[src/rtl/branch_target_predictor.sv]
// Direct-mapped BTB with saturating direction counters; same-cycle next-PC prediction, trained by EX resolution.
// Latency: lookup and mispredict/redirect are combinational (0 cycles); table updates visible the cycle after the write edge.
// Backpressure: none; every upd_valid cycle is consumed exactly once, lookups are always answered.
module branch_target_predictor #(
    parameter int ENTRIES   = 32,
    parameter int WIDTH     = 32,
    parameter int CNT_BITS  = 2,
    parameter int STAT_BITS = 32
) (
    input  logic                 clk,
    input  logic                 rst,
    input  logic                 lookup_en,
    input  logic [WIDTH-1:0]     lookup_pc,
    output logic                 pred_hit,
    output logic                 pred_taken,
    output logic [WIDTH-1:0]     pred_target,
    input  logic                 upd_valid,
    input  logic                 upd_is_jump,
    input  logic [WIDTH-1:0]     upd_pc,
    input  logic                 upd_taken,
    input  logic [WIDTH-1:0]     upd_target,
    input  logic                 upd_pred_taken,
    input  logic [WIDTH-1:0]     upd_pred_target,
    output logic                 mispredict,
    output logic [WIDTH-1:0]     redirect_pc,
    output logic [STAT_BITS-1:0] stat_lookups,
    output logic [STAT_BITS-1:0] stat_mispredicts
);

    localparam int IDX_W = $clog2(ENTRIES);
    localparam int TAG_W = WIDTH - IDX_W - 2;

    localparam logic [CNT_BITS-1:0]  CNT_MAX  = '1;
    localparam logic [CNT_BITS-1:0]  CNT_WEAK = CNT_BITS'(1) << (CNT_BITS - 1);
    localparam logic [WIDTH-1:0]     WORD_MSK = ~WIDTH'(3);
    localparam logic [STAT_BITS-1:0] STAT_MAX = '1;

    // Table storage; only the valid bits are reset, payload is don't-care until allocated.
    logic [ENTRIES-1:0]  valid_q;
    logic [TAG_W-1:0]    tag_q [ENTRIES];
    logic [WIDTH-1:0]    tgt_q [ENTRIES];
    logic [CNT_BITS-1:0] cnt_q [ENTRIES];

    logic [IDX_W-1:0] lk_idx;
    logic [TAG_W-1:0] lk_tag;
    logic [WIDTH-1:0] lk_seq;

    logic [IDX_W-1:0] up_idx;
    logic [TAG_W-1:0] up_tag;
    logic [WIDTH-1:0] up_seq;
    logic             up_hit;
    logic [CNT_BITS-1:0] up_cnt;

    logic                ent_we;
    logic [TAG_W-1:0]    nxt_tag;
    logic [WIDTH-1:0]    nxt_tgt;
    logic [CNT_BITS-1:0] nxt_cnt;

    assign lk_idx = lookup_pc[IDX_W+1:2];
    assign lk_tag = lookup_pc[WIDTH-1:IDX_W+2];
    assign lk_seq = (lookup_pc & WORD_MSK) + WIDTH'(4);

    assign up_idx = upd_pc[IDX_W+1:2];
    assign up_tag = upd_pc[WIDTH-1:IDX_W+2];
    assign up_seq = (upd_pc & WORD_MSK) + WIDTH'(4);
    assign up_hit = valid_q[up_idx] && (tag_q[up_idx] == up_tag);
    assign up_cnt = cnt_q[up_idx];

    // Lookup straight off the registered table, so a same-cycle update is not seen (read-before-write).
    always_comb begin
        pred_hit    = valid_q[lk_idx] && (tag_q[lk_idx] == lk_tag);
        pred_taken  = pred_hit && cnt_q[lk_idx][CNT_BITS-1];
        pred_target = pred_taken ? tgt_q[lk_idx] : lk_seq;
    end

    // Redirect decision depends only on what EX resolved versus what travelled down the pipe.
    always_comb begin
        mispredict  = upd_valid && ((upd_taken != upd_pred_taken) ||
                                    (upd_taken && (upd_target != upd_pred_target)));
        redirect_pc = upd_taken ? upd_target : up_seq;
    end

    // Training: compute the new contents of the indexed entry; a not-taken jump trains like a branch.
    always_comb begin
        ent_we  = 1'b0;
        nxt_tag = up_tag;
        nxt_tgt = upd_target;
        nxt_cnt = up_cnt;
        if (upd_valid) begin
            if (up_hit) begin
                ent_we = 1'b1;
                if (upd_taken) begin
                    if (upd_is_jump)
                        nxt_cnt = CNT_MAX;
                    else if (up_cnt != CNT_MAX)
                        nxt_cnt = up_cnt + CNT_BITS'(1);
                end else begin
                    nxt_tgt = tgt_q[up_idx];
                    if (up_cnt != '0)
                        nxt_cnt = up_cnt - CNT_BITS'(1);
                end
            end else if (upd_taken) begin
                ent_we  = 1'b1;
                nxt_cnt = upd_is_jump ? CNT_MAX : CNT_WEAK;
            end
        end
    end

    // Valid bits: reset clears all and wins over a coincident update, so no partial entry survives.
    always_ff @(posedge clk) begin
        if (rst)
            valid_q <= '0;
        else if (ent_we)
            valid_q[up_idx] <= 1'b1;
    end

    // Entry payload: written only on an accepted update; reset suppresses the write.
    always_ff @(posedge clk) begin
        if (!rst && ent_we) begin
            tag_q[up_idx] <= nxt_tag;
            tgt_q[up_idx] <= nxt_tgt;
            cnt_q[up_idx] <= nxt_cnt;
        end
    end

    // Performance counters saturate at all-ones rather than wrapping.
    always_ff @(posedge clk) begin
        if (rst) begin
            stat_lookups     <= '0;
            stat_mispredicts <= '0;
        end else begin
            if (lookup_en && (stat_lookups != STAT_MAX))
                stat_lookups <= stat_lookups + STAT_BITS'(1);
            if (mispredict && (stat_mispredicts != STAT_MAX))
                stat_mispredicts <= stat_mispredicts + STAT_BITS'(1);
        end
    end

endmodule

[config.mk]
export PLATFORM = sky130hd
export DESIGN_NAME = branch_target_predictor
export DESIGN_NICKNAME = d
export VERILOG_FILES = /design/src/rtl/branch_target_predictor.sv
export SDC_FILE = /design/constraint.sdc
export NUM_CORES = 2
export LEC_CHECK = 0
export CAP_MARGIN = 20
export CORE_AREA = 4 4 539 541
export CTS_CLUSTER_DIAMETER = 30
export CTS_CLUSTER_SIZE = 12
export DETAILED_ROUTE_END_ITERATION = 6
export DIE_AREA = 0 0 543 545
export GPL_TIMING_DRIVEN = 0
export PLACE_DENSITY = 0.41
export SYNTH_ARGS = -nofsm -noshare
export SYNTH_HDL_FRONTEND = slang
export SYNTH_SLANG_ARGS = --single-unit
[constraint.sdc]
create_clock -name clk -period 17.79 [get_ports clk]
set_clock_uncertainty 0.2 [all_clocks]
set_input_delay 2.6685 -clock clk [delete_from_list [all_inputs] [get_ports clk]]
set_output_delay 2.6685 -clock clk [all_outputs]
set_load 0.05 [all_outputs]
## Yosys cells after proc, flatten, opt, wreduce, memory -nomap -nowiden

Memory sizes are Yosys's and may differ from the RTL's.
Cells that the tools add are included.

- Register bits after elaboration: 96
- RAM bits: 1,888
- Memories kept: 3

Memory list:

| name | depth | bits a word | read ports | clocked after Yosys merged registers in | write ports | RTL line | text |
|---|---|---|---|---|---|---|---|
| tgt_q | 32 | 32 | 1 | 0 | 1 | 41 | `logic [WIDTH-1:0] tgt_q [ENTRIES];` |
| tag_q | 32 | 25 | 2 | 0 | 1 | 40 | `logic [TAG_W-1:0] tag_q [ENTRIES];` |
| cnt_q | 32 | 2 | 2 | 0 | 1 | 42 | `logic [CNT_BITS-1:0] cnt_q [ENTRIES];` |

- Add/subtract/negate cells: 6
- Order comparisons: 3
- Equal/unequal tests: 8
- Muxes and demuxes: 24
- Bitwise logic cells: 1
- Reduce and logical (&&, ||, !) cells: 13

Operator list:

| operator | number |
|---|---|
| $mux 32 | 5 |
| $add 32x1->32 const B | 2 |
| $add 32x3->32 const B | 2 |
| $ne 32x32->1 const B | 2 |
| $eq 25x25->1 | 2 |
| $ne 32x32->1 | 1 |
| $or 32x32->32 | 1 |
| $mux 2 | 7 |
| $lt 5x6->1 const B | 2 |
| $bmux 1 s5 | 2 |
| $logic_and 1x1->1 | 9 |
| $mux 1 | 9 |
| $demux 1 s5 | 1 |
| $ge 5x1->1 const B | 1 |
| $ne 3x3->1 const B | 1 |
| $add 2x1->2 const B | 1 |
| $ne 2x2->1 const B | 1 |
| $reduce_and 2->1 | 1 |
| $reduce_bool 2->1 | 1 |
| $sub 2x1->2 const B | 1 |
| $logic_not 1->1 | 1 |
| $logic_or 1x1->1 | 1 |
| $ne 1x1->1 | 1 |

## Longest topological paths before layout

- Depth in word-level cells: 9
- Depth in mapped cells: 18
- Mapped depth without buffers: 10

## Worst setup path after synthesis

Ideal clock, no wire load.

- Path kind: input -> output
- From: input lookup_pc[2]
- To: output pred_target[0]
- Arrival time: 7,068 ps
- Data required time: 14,921 ps
- Path slack: 7,854 ps
- Cell stages on the path: 15
- Path buffers: 5
- Path through: buf_6 buf_6 buf_2 buf_2 buf_2 mux2i_1 o221ai_1 a211oi_1 a21oi_1 xnor2_1 nand4_1 or4_4 nor4b_4 and2_4 nor2b_1

- Word-level cells in the longest chain between the ends: 5

RTL lines:

| element | RTL line | text |
|---|---|---|
| start, declared | 13 | `input logic [WIDTH-1:0] lookup_pc,` |
| $mem_v2 32x25 / $bmux 1 s5 (equally long branches) | n/a |  |
| $eq 25x25->1 / $mux 1 (equally long branches) | 71 | `pred_hit = valid_q[lk_idx] && (tag_q[lk_idx] == lk_tag);` |
| $logic_and 1x1->1 (*) | 71 |  |
| net pred_hit | 14 | `output logic pred_hit,` |
| $logic_and 1x1->1 (*) | 72 | `pred_taken = pred_hit && cnt_q[lk_idx][CNT_BITS-1];` |
| net pred_taken | 15 | `output logic pred_taken,` |
| $mux 32 (*) | 73 | `pred_target = pred_taken ? tgt_q[lk_idx] : lk_seq;` |
| end, declared | 16 | `output logic [WIDTH-1:0] pred_target,` |

The timed path passes the listed nets; every way through them passes the cells marked *. The select of a mux whose other input is x is not followed.

## Worst setup path after layout

- From: input lookup_pc[3]
- To: output pred_target[26]

- Word-level cells in the longest chain between the ends: 5

RTL lines:

| element | RTL line |
|---|---|
| $mem_v2 32x25 / $bmux 1 s5 (equally long branches) | n/a |
| $eq 25x25->1 / $mux 1 (equally long branches) | 71 |
| $logic_and 1x1->1 | 71 |
| $logic_and 1x1->1 | 72 |
| $mux 32 (*) | 73 |

Mark *: on every way between the ends. The rest lies on a longest branch, timed or not. The select of a mux whose other input is x is not followed.

==> qor.txt <==
Syn-to-layout area delta: 33.23%
Drc violations: 0
Layout cell share with drive strength beyond 1: 0.2981
Top cell by count, worst path: buf_2
Die W: 543 µm
Min-delay src: valid_q[7]
DP HPWL: 267.8 mm
Synth Instances: 4634
DIE AREA: 295900 µm²
Global route overflow: 0
LEAKAGE: 38.36 nW
Final Hold Vio Count: 0
R2R Path End: tag_q[12][11]
Multi-input gate area: 25680 µm²
Fmax: 0.07090 GHz
Routability cong.: 0.8788
Sequential area share after synthesis: 0.6871
Largest net degree at the start of global routing: 40
HP Class: reg2reg
Core area: 285000 µm²
Pins Over Slew Limit: 0
Port Buf Inserts: 259
Clk sink count: 1984
Vias in the first global route: 54620
Outcome: complete, no violations
Number of synthesized flops with an enable pin: 1888
Fin cells: 9763
CP max-delay cell: clkdlybuf4s50_1
Synth Cell Area: 85310 µm²
Register bit count reported by yosys: 1984
Critical path class: in2out
DR pass1 iterations: 6
CP Cell Sequence: clkdlybuf4s50_1, buf_8, buf_4, buf_4, buf_2, buf_2, buf_2, mux2i_1, o221ai_1, a21oi_1, a22oi_1, xnor2_1, nand4_1, nor4_1, nand4_2, buf_2, mux2i_1, clkdlybuf4s50_1
Worst-path clk slew: 0.04 ns
CTS tree: done
Total CTS buffers: 473
RSZ-0062 raised after global routing: false
Post-route ant nets: 0
Post-CTS sizing: 0
Synth unique cells: 69
Setup TNS: 0 ns
CTS Root Cell: clkbuf_16
Synth Flop Type: edfxtp_1
Hold Path Stages: 1
Latest clock arrival within the worst-skew pair: 0.93 ns
Total routing usage reported by global routing: 0.2498
PD cells: 132.5 nW/µm²
Post-Route WL: 378.2 mm
Most frequent cells in the layout: edfxtp_1 (1888), mux2i_1 (552), mux4_2 (513)
Hold endpoint: valid_q[7]
First-pass GRT wire length: 499.1 mm
Via density: 5.504
Pre-CTS setup slack: 3.550 ns
CP Max Fanout: 10
Mean area per synthesized cell: 18.41 µm²
DRC violation total after the first TritonRoute iteration: 6503
H-tree depth: 5
R2R Setup Slk: 11.12 ns
Starting Density: 0.2994
CP startpoint kind: input pin
IO Pins: 266
Wirelength per Cell: 38.73 µm
Num rows: 196
Die H: 545 µm
Slew HR: 0.006199
Worst flop-to-flop path startpoint: tag_q[3][14]
Fraction of registers with async set/reset: 0
CTS Buffer Depth: 4
Fin util: 0.3989
Fillers: 25880
CP delay by family, top: buffers and inverters
Max-cap viol count: 0
Hold_buf cts: 0
Storage element area: 58620 µm²
Worst path max stage delay: 0.97 ns
Post-CTS Setup Bufs: 0
Worst Path Required: 14.92 ns
VDD IR max: 0.1120 mV
Endpoint type of the worst setup path: output port
Worst Max-Slew Pin Slew: 1.491 ns
Commonest non-fill, non-tap cell in the layout: edfxtp_1
Buf+Inv Stages, Crit Path: 9
Final setup margin: 3.686 ns
Fin nets: 5711
Arrival @ worst endpoint: 11.24 ns
R2R cell count: 13
Via count: 53740
Fin crit share: 0.7928
Min Tclk post-route: 14.10 ns
Warnings from Yosys: 0
DP Cell Count: 8851
Initial antenna violation count: 36
Syn Nets: 4776
Hold WS: 0.2768 ns
Final setup viols: 0
==> cells in the mapped netlist, drive strengths merged (30+ instances only) <==
master   number  area, µm²
edfxtp     1888      56690
o21ai        41      205.2
o22ai       228       1426
nor4         67      419.2
buf         186       1026
nand4        38      244.0
and3         31      193.9
a22oi        41      307.8
clkbuf      111      417.9
xor2         96      840.8
nand2       108      430.4
nor2        164      615.6
xnor2        75      656.9
a211oi       30      225.2
o2bb2ai      31      271.5
nand3        47      235.2
mux2i       554       5545
dfxtp        96       1922
a21oi        59      306.5
mux4        514      11580
==> per-stage QoR <==
stage	area [µm²]	total power, mW
5_1_grt	113600	15.45
2_1_floorplan	85310	5.646
3_3_place_gp	92610	6.114
3_5_place_dp	96880	6.149
4_1_cts	113600	15.16
6_report	113700	15.07
==> how the worst max path moves through the flow <==
stage,start,endpoint,slack (ns),cells after the start
global placement,lookup_pc[3],pred_target[27],1.12,14
finish,lookup_pc[3],pred_target[26],3.69,18
detailed placement,lookup_pc[3],pred_target[23],3.55,16
floorplan,lookup_pc[2],pred_target[0],7.85,15
CTS,lookup_pc[3],pred_target[23],3.54,16
global route,lookup_pc[3],pred_target[26],3.58,18
==> where the power goes <==
| part | switching [mW] | total [mW] | internal [mW] |
|---|---|---|---|
| Combinational | 0.613 | 0.915 | 0.302 |
| Sequential | 0.00694 | 5.16 | 5.15 |
| Clock | 2.76 | 8.99 | 6.24 |
==> final cells by class <==
cell class	instances	area share
Clock inverter	348	0.03853
Timing Repair Buffer	460	0.05623
Buffer	297	0.01285
Inverter	25	0.0008256
Tap cell	3762	0.04141
Multi-Input combinational cell	2328	0.2259
Sequential cell	1984	0.5157
Antenna cell	16	0.0003523
Clock buffer	543	0.1082
==> flip-flops by register name, summed over array words and instances, names as in the netlist <==
| signal | flops |
|---|---|
| tgt_q | 1024 |
| tag_q | 800 |
| cnt_q | 64 |
| stat_lookups | 32 |
| stat_mispredicts | 32 |
| valid_q | 32 |
==> kinds of logic after synthesis <==
kind of cell / share of synthesized area
AO/OA/AOI/OAI: 0.03907
XOR/XNOR: 0.01755
adder cells (fa/ha/maj): 0.001027
buffers and inverters: 0.01802
flip-flops: 0.6871
multiplexers: 0.2015
AND/OR/NAND/NOR: 0.03574
==> routing by layer <==
metal,share of wire,vias up,wire (µm),track usage
met5,0.00020,-,75,0
met4,0.049,12,18700,0.1122
met3,0.069,780,26020,0.04729
met2,0.49,2558,185400,0.4224
met1,0.39,28930,148000,0.3115
li1,-,21460,-,-
(Power assumes the default switching activity.)
